[src/rtl/fir_driver_pkg.sv]
// Shared types and constants for the FIR filter driver.
// FIR_DRIVER_TIMEOUT_EN enables the wait-state watchdog in fir_driver.
package fir_driver_pkg;
  localparam int NUM_COEFF  = 4;
  localparam int FIFO_DEPTH = 4;
  localparam int DATA_W     = 16;
  localparam int IDX_W      = $clog2(NUM_COEFF);

  localparam logic [7:0] HI_LIMIT = 8'd7;
  localparam logic [7:0] LO_LIMIT = 8'd255;

  typedef enum logic [2:0] {
    IDLE, C_PULSE, C_WAIT_HI, C_WAIT_LO, S_PULSE, S_WAIT_HI, S_WAIT_LO, CAPTURE
  } state_t;

  function automatic logic in_coeff_phase(state_t s);
    return (s == C_PULSE) || (s == C_WAIT_HI) || (s == C_WAIT_LO);
  endfunction
endpackage

[src/rtl/fir_driver_if.sv]
// Host and filter-side signals of fir_driver; master is the driver's view.
interface fir_driver_if;
  import fir_driver_pkg::*;

  logic              coeff_wr;
  logic [IDX_W-1:0]  coeff_idx;
  logic [DATA_W-1:0] coeff_in;
  logic              coeff_go;
  logic              sample_valid;
  logic [DATA_W-1:0] sample_in;
  logic              sample_ready;
  logic              load_coeff;
  logic [DATA_W-1:0] fir_coefficient;
  logic              data_ready;
  logic [DATA_W-1:0] sample_data;
  logic              modwait;
  logic              err;
  logic [DATA_W-1:0] fir_out;
  logic              result_valid;
  logic [DATA_W-1:0] result;
  logic              result_err;
  logic              busy;
  logic              timeout;

  modport master (
    input  coeff_wr, coeff_idx, coeff_in, coeff_go, sample_valid, sample_in,
           modwait, err, fir_out,
    output sample_ready, load_coeff, fir_coefficient, data_ready, sample_data,
           result_valid, result, result_err, busy, timeout
  );

  modport slave (
    output coeff_wr, coeff_idx, coeff_in, coeff_go, sample_valid, sample_in,
           modwait, err, fir_out,
    input  sample_ready, load_coeff, fir_coefficient, data_ready, sample_data,
           result_valid, result, result_err, busy, timeout
  );
endinterface

[src/rtl/fir_driver_sample_fifo.sv]
// Sample FIFO (power-of-two depth) with a registered ready flag (count < DEPTH).
module sample_fifo #(
  parameter int DEPTH = 4,
  parameter int W     = 16
) (
  input  logic                       clk,
  input  logic                       reset,
  input  logic                       push,
  input  logic                       pop,
  input  logic [W-1:0]               din,
  output logic [W-1:0]               dout,
  output logic                       full,
  output logic                       empty,
  output logic                       ready,
  output logic [$clog2(DEPTH+1)-1:0] count
);
  localparam int PW = $clog2(DEPTH);
  localparam int CW = $clog2(DEPTH+1);

  logic [W-1:0]  mem [DEPTH];
  logic [PW-1:0] wr_ptr, rd_ptr;
  logic [CW-1:0] count_next;

  always_comb begin
    count_next = count;
    case ({push, pop})
      2'b10:   count_next = count + 1'b1;
      2'b01:   count_next = count - 1'b1;
      default: count_next = count;
    endcase
  end

  always_ff @(posedge clk or posedge reset) begin
    if (reset) begin
      wr_ptr <= '0;
      rd_ptr <= '0;
      count  <= '0;
      ready  <= 1'b1;
    end else begin
      if (push) wr_ptr <= wr_ptr + 1'b1;
      if (pop)  rd_ptr <= rd_ptr + 1'b1;
      count <= count_next;
      // ready tracks the post-update occupancy so it is valid the cycle after a push
      ready <= (count_next < CW'(DEPTH));
    end
  end

  always_ff @(posedge clk) begin
    if (push) mem[wr_ptr] <= din;
  end

  assign dout  = mem[rd_ptr];
  assign full  = (count == CW'(DEPTH));
  assign empty = (count == '0);
endmodule

[src/rtl/fir_driver.sv]
// Sequences coefficient loads and sample pushes into a handshaking FIR filter.
// Define FIR_DRIVER_TIMEOUT_EN to add the wait-state watchdog and sticky timeout.
module fir_driver
  import fir_driver_pkg::*;
(
  input  logic      clk,
  input  logic      reset,
  fir_driver_if.master bus
);
  localparam logic [IDX_W-1:0] LAST_IDX = IDX_W'(NUM_COEFF-1);

  state_t                          state, state_next;
  logic [IDX_W-1:0]                idx, idx_next;
  logic [NUM_COEFF-1:0][DATA_W-1:0] coeff_buf;
  logic                            push, pop, full, empty, ready, expire;
  logic [DATA_W-1:0]               fifo_dout;
  logic [$clog2(FIFO_DEPTH+1)-1:0] fifo_count;
  logic                            count_unused;

  assign push             = bus.sample_valid && ready && !full;
  assign bus.sample_ready = ready;
  assign bus.busy         = (state != IDLE);
  assign count_unused     = ^fifo_count;

  sample_fifo #(.DEPTH(FIFO_DEPTH), .W(DATA_W)) u_fifo (
    .clk   (clk),
    .reset (reset),
    .push  (push),
    .pop   (pop),
    .din   (bus.sample_in),
    .dout  (fifo_dout),
    .full  (full),
    .empty (empty),
    .ready (ready),
    .count (fifo_count)
  );

`ifdef FIR_DRIVER_TIMEOUT_EN
  logic [7:0] wdog;
  logic       timeout_q;
  logic       in_hi, in_lo;

  assign in_hi  = (state == C_WAIT_HI) || (state == S_WAIT_HI);
  assign in_lo  = (state == C_WAIT_LO) || (state == S_WAIT_LO);
  assign expire = (in_hi && !bus.modwait && wdog == HI_LIMIT) ||
                  (in_lo &&  bus.modwait && wdog == LO_LIMIT);
  assign bus.timeout = timeout_q;

  // wdog holds the number of completed cycles in the current wait state
  always_ff @(posedge clk or posedge reset) begin
    if (reset) begin
      wdog      <= '0;
      timeout_q <= 1'b0;
    end else begin
      wdog <= ((in_hi || in_lo) && state_next == state) ? wdog + 8'd1 : 8'd0;
      if (expire) timeout_q <= 1'b1;
    end
  end
`else
  assign expire      = 1'b0;
  assign bus.timeout = 1'b0;
`endif

  always_comb begin
    state_next = state;
    idx_next   = idx;
    pop        = 1'b0;
    case (state)
      IDLE: begin
        if (bus.coeff_go) begin
          state_next = C_PULSE;
          idx_next   = '0;
        end else if (!empty) begin
          pop        = 1'b1;
          state_next = S_PULSE;
        end
      end
      C_PULSE:   state_next = C_WAIT_HI;
      C_WAIT_HI: if (bus.modwait) state_next = C_WAIT_LO;
      C_WAIT_LO: begin
        if (!bus.modwait) begin
          idx_next   = idx + 1'b1;
          state_next = (idx < LAST_IDX) ? C_PULSE : IDLE;
        end
      end
      S_PULSE:   state_next = S_WAIT_HI;
      S_WAIT_HI: if (bus.modwait) state_next = S_WAIT_LO;
      S_WAIT_LO: if (!bus.modwait) state_next = CAPTURE;
      CAPTURE:   state_next = IDLE;
      default:   state_next = IDLE;
    endcase
    // a stalled filter abandons the transaction; unloaded coefficients are dropped
    if (expire) begin
      state_next = IDLE;
      idx_next   = '0;
    end
  end

  always_ff @(posedge clk or posedge reset) begin
    if (reset) begin
      state               <= IDLE;
      idx                 <= '0;
      coeff_buf           <= '0;
      bus.load_coeff      <= 1'b0;
      bus.fir_coefficient <= '0;
      bus.data_ready      <= 1'b0;
      bus.sample_data     <= '0;
      bus.result_valid    <= 1'b0;
      bus.result          <= '0;
      bus.result_err      <= 1'b0;
    end else begin
      state <= state_next;
      idx   <= idx_next;
      if (bus.coeff_wr && !in_coeff_phase(state))
        coeff_buf[bus.coeff_idx] <= bus.coeff_in;
      // pulse outputs are registered from the next state so they align with *_PULSE
      bus.load_coeff <= (state_next == C_PULSE);
      if (state_next == C_PULSE) bus.fir_coefficient <= coeff_buf[idx_next];
      bus.data_ready <= (state_next == S_PULSE);
      if (pop) bus.sample_data <= fifo_dout;
      bus.result_valid <= (state == CAPTURE);
      if (state == CAPTURE) begin
        bus.result     <= bus.fir_out;
        bus.result_err <= bus.err;
      end
    end
  end
endmodule

[src/flat_wrapper.sv]
// flat-port wrapper written by rule: the top's interface ports become plain ports
module fir_driver_flat import fir_driver_pkg::*;
  (clk, reset, bus_coeff_wr, bus_coeff_idx, bus_coeff_in, bus_coeff_go, bus_sample_valid, bus_sample_in, bus_modwait, bus_err, bus_fir_out, bus_sample_ready, bus_load_coeff, bus_fir_coefficient, bus_data_ready, bus_sample_data, bus_result_valid, bus_result, bus_result_err, bus_busy, bus_timeout);
  fir_driver_if bus_i ();
  input  logic clk;
  input  logic reset;
  input wire logic [$bits(bus_i.coeff_wr)-1:0] bus_coeff_wr;
  input wire logic [$bits(bus_i.coeff_idx)-1:0] bus_coeff_idx;
  input wire logic [$bits(bus_i.coeff_in)-1:0] bus_coeff_in;
  input wire logic [$bits(bus_i.coeff_go)-1:0] bus_coeff_go;
  input wire logic [$bits(bus_i.sample_valid)-1:0] bus_sample_valid;
  input wire logic [$bits(bus_i.sample_in)-1:0] bus_sample_in;
  input wire logic [$bits(bus_i.modwait)-1:0] bus_modwait;
  input wire logic [$bits(bus_i.err)-1:0] bus_err;
  input wire logic [$bits(bus_i.fir_out)-1:0] bus_fir_out;
  output wire logic [$bits(bus_i.sample_ready)-1:0] bus_sample_ready;
  output wire logic [$bits(bus_i.load_coeff)-1:0] bus_load_coeff;
  output wire logic [$bits(bus_i.fir_coefficient)-1:0] bus_fir_coefficient;
  output wire logic [$bits(bus_i.data_ready)-1:0] bus_data_ready;
  output wire logic [$bits(bus_i.sample_data)-1:0] bus_sample_data;
  output wire logic [$bits(bus_i.result_valid)-1:0] bus_result_valid;
  output wire logic [$bits(bus_i.result)-1:0] bus_result;
  output wire logic [$bits(bus_i.result_err)-1:0] bus_result_err;
  output wire logic [$bits(bus_i.busy)-1:0] bus_busy;
  output wire logic [$bits(bus_i.timeout)-1:0] bus_timeout;
  assign bus_i.coeff_wr = bus_coeff_wr;
  assign bus_i.coeff_idx = bus_coeff_idx;
  assign bus_i.coeff_in = bus_coeff_in;
  assign bus_i.coeff_go = bus_coeff_go;
  assign bus_i.sample_valid = bus_sample_valid;
  assign bus_i.sample_in = bus_sample_in;
  assign bus_i.modwait = bus_modwait;
  assign bus_i.err = bus_err;
  assign bus_i.fir_out = bus_fir_out;
  assign bus_sample_ready = bus_i.sample_ready;
  assign bus_load_coeff = bus_i.load_coeff;
  assign bus_fir_coefficient = bus_i.fir_coefficient;
  assign bus_data_ready = bus_i.data_ready;
  assign bus_sample_data = bus_i.sample_data;
  assign bus_result_valid = bus_i.result_valid;
  assign bus_result = bus_i.result;
  assign bus_result_err = bus_i.result_err;
  assign bus_busy = bus_i.busy;
  assign bus_timeout = bus_i.timeout;
  fir_driver u_core (.clk(clk), .reset(reset), .bus(bus_i));
endmodule
[config.mk]
export PLATFORM = sky130hd
export DESIGN_NAME = fir_driver_flat
export DESIGN_NICKNAME = d
export VERILOG_FILES = /design/src/rtl/fir_driver_pkg.sv /design/src/rtl/fir_driver_if.sv /design/src/rtl/fir_driver_sample_fifo.sv /design/src/rtl/fir_driver.sv /design/src/flat_wrapper.sv
export SDC_FILE = /design/constraint.sdc
export NUM_CORES = 1
export LEC_CHECK = 0
export ABC_AREA = 0
export BUFFER_PORTS_ARGS = -buffer_cell sky130_fd_sc_hd__buf_2
export CAP_MARGIN = 10
export CORE_MARGIN = 10
export CORE_UTILIZATION = 55
export DETAILED_ROUTE_END_ITERATION = 16
export GPL_TIMING_DRIVEN = 0
export PLACE_DENSITY = 0.74
export SYNTH_ARGS = -nofsm -noshare
export SYNTH_HDL_FRONTEND = slang
export SYNTH_SLANG_ARGS = --single-unit
[constraint.sdc]
create_clock -name clk -period 4.33 [get_ports clk]
set_input_delay 0.2165 -clock clk [delete_from_list [all_inputs] [get_ports clk]]
set_output_delay 0.2165 -clock clk [all_outputs]
set_load 0.01 [all_outputs]
==> results.cfg <==
[pwr]
power_mw = 7.12
irDropWorstVdd_uv = 387
cellPowerDensity_nw_per_um2 = 742
p_leak_nw = 4.11

[grt]
grtUsageTotal = 0.179
overflow = 0
grt_pass1_wl_um = 28400
grt_max_degree = 70
first_global_vias = 5420
antenna_found_initial = 0

[floorplanning]
dieArea_um2 = 19900
die_h_um = 141
rows = 44
io_pins = 112
start_util = 0.559
die_x_um = 141
core_area_um2 = 14400

[placed_design]
place_congestion = 0.797
dpl.cell_count = 862
hpwl_um = 12200
io_buffers = 109

[setup_path]
crit_slowest_cell = dfrtp_1
crit_type = reg2reg
crit_top_cell = or3_1
timing.critical_path.cells = clkbuf_1 -> or3_1 -> or3_1 -> clkinv_1 -> buf_1 -> ha_1 -> fa_1 -> mux2_2
required_ns = 4.65
cp.buffers_inverters = 3
crit_path_end_kind = register
crit_arrival_ns = 3.54
startpoint_type = register
path_delay_family = buffers and inverters
reg2reg_setup_slack_ns = 1.11
critPathMaxFanout = 10
cpPeakStageDelay_ns = 0.48

[yosys]
synth-async-reset-ratio = 0.668
syn_area_um2 = 8060
yosysWarnings = 0
synth_flop_cell = dfrtp_1
synth_edf_count = 64
synth_fp_nets = 632
syn_inst = 568
ys_seq_area_frac = 0.639
syn_area_per_cell_um2 = 14.2
synth_cell_type_count = 56
ys_ff_latch = 193

[final_layout]
instances_no_fill = 905
final_cell_mix = dfrtp_1 (128), buf_2 (120), mux2_2 (84), edfxtp_1 (64), nand2_1 (60)
diodes = 0
syn_to_final_growth_pct = 19.1
fin_nets = 772
drive_gt1_frac = 0.370
final_common_cell = dfrtp_1

[clock_network]
cts_max_level = 4
path_clk_slew_ns = 0.07
cts_tree = yes
clock-sinks = 193
cts_buffers = 17
clockRootBuffer = clkbuf_16
insertion_delay_ns = 0.43
cts_resized = 0
cts_buffer_depth = 2

[timing]
finalHoldViolCount = 0
rsz0062_at_grt = false
skew_ns = 0.00536
fin_crit_ns = 3.22
period_share = 0.744
setup_viol = 0
setup_tns_ns = 0
whs_ns = 0.0159
slew_headroom = 0.417
tightest_slew_ns = 0.874
maxSlewViolCount = 0
max_freq_mhz = 311

[run]
cap_violations = 0

[detailed_routing]
viasPerCell = 5.61
via_count = 5075
firstDrtPassIters = 4
first_iter_violations = 355
drt_wl_total_um = 17500
drt-wirelength-per-cell_um = 19.4
drc = 0
drtAntennaViolNets = 0

[min_path]
min-delay-path-class = in2reg

[run_status]
status = finished, final reports clean
per-layer routing:
metal,routed length [µm],vias to the layer above,global-route usage
met5,0,-,0
met4,153,0,0.0457
met3,842,12,0.0484
met2,9430,108,0.319
met1,7130,2596,0.209
li1,-,2359,-
power breakdown:
group          internal [mW]  leakage, nW  total (mW)  switching, mW
sequential              2.59         2.13        2.95          0.354
clock                  0.928        0.307        1.64          0.713
combinational           1.18         1.67        2.53           1.35
total                   4.70         4.11        7.12           2.42
registers in the layout, summed over array words and instances (netlist names), 3 cells and up, named ones only:
signal                      flops
u_core.coeff_buf               64
u_core.bus.sample_data         16
u_core.bus.result              16
u_core.u_fifo.mem              64
u_core.bus.fir_coefficient     16
u_core.state                    3
stage by stage:
stage	instance area [µm²]	setup slack, ns	util
CTS	9600	1.07	0.665
detailed placement	8870	1.10	0.615
global route	9600	0.959	0.665
global placement	8840	-0.647	0.613
floorplan	8060	0.674	-
finish	9600	1.11	0.665
cell families (layout without fill, tap and decap cells):
| logic type | Yosys count | count (layout) | share of synthesized area |
|---|---|---|---|
| and+or+nand+nor | 161 | 161 | 0.101 |
| other | 1 | 1 | 0.000465 |
| AOI/OAI and AO/OA | 48 | 48 | 0.0452 |
| DFF | 193 | 193 | 0.639 |
| muxes | 107 | 107 | 0.171 |
| xor gates and xnor gates | 7 | 7 | 0.00761 |
| buffers and inverters | 44 | 197 | 0.0245 |
| adders and majority gates | 7 | 7 | 0.0118 |
cells in the mapped netlist (8+ instances only):
cell type | number | share of area
dfrtp_1 | 128 | 0.40
mux2_2 | 84 | 0.12
edfxtp_1 | 64 | 0.24
nand2_1 | 60 | 0.028
nor2_1 | 24 | 0.011
nand3_1 | 19 | 0.012
mux4_2 | 16 | 0.045
nor3_1 | 16 | 0.0099
clkbuf_1 | 12 | 0.0056
buf_2 | 11 | 0.0068
inv_1 | 11 | 0.0051
a21oi_1 | 8 | 0.0050
final timing paths:
| kind | endpoint | cells past startpoint | startpoint |
|---|---|---|---|
| max reg2reg | u_core.u_fifo.count[1] | 8 | u_core.state[2] |
| min reg2reg | u_core.bus.sample_data[15] | 2 | u_core.bus.sample_data[15] |
| max in group asynchronous | u_core.bus.fir_coefficient[15] | 4 | reset |
| min | u_core.u_fifo.mem[0][15] | 1 | bus_sample_in[15] |
| min in group asynchronous | u_core.bus.result[2] | 3 | reset |
| max | u_core.u_fifo.count[1] | 8 | u_core.state[2] |
final cells by class:
cell class / instances / area [µm²]
Multi-Input combinational cell: 331 / 2710
Sequential cell: 193 / 5150
Clock inverter: 15 / 193
Timing Repair Buffer: 121 / 683
Buffer: 31 / 149
Inverter: 13 / 53.8
Fill cell: 1066 / 4830
Tap cell: 184 / 230
Clock buffer: 17 / 425
repair_timing:
item / in CTS / in global routing
endpoints found under the setup margin: 0 / 0
hold endpoints to repair: 99 / 0
setup buffers: 0 / 0
hold buffers: 11 / 0
Power figures use the tool's default switching activity.
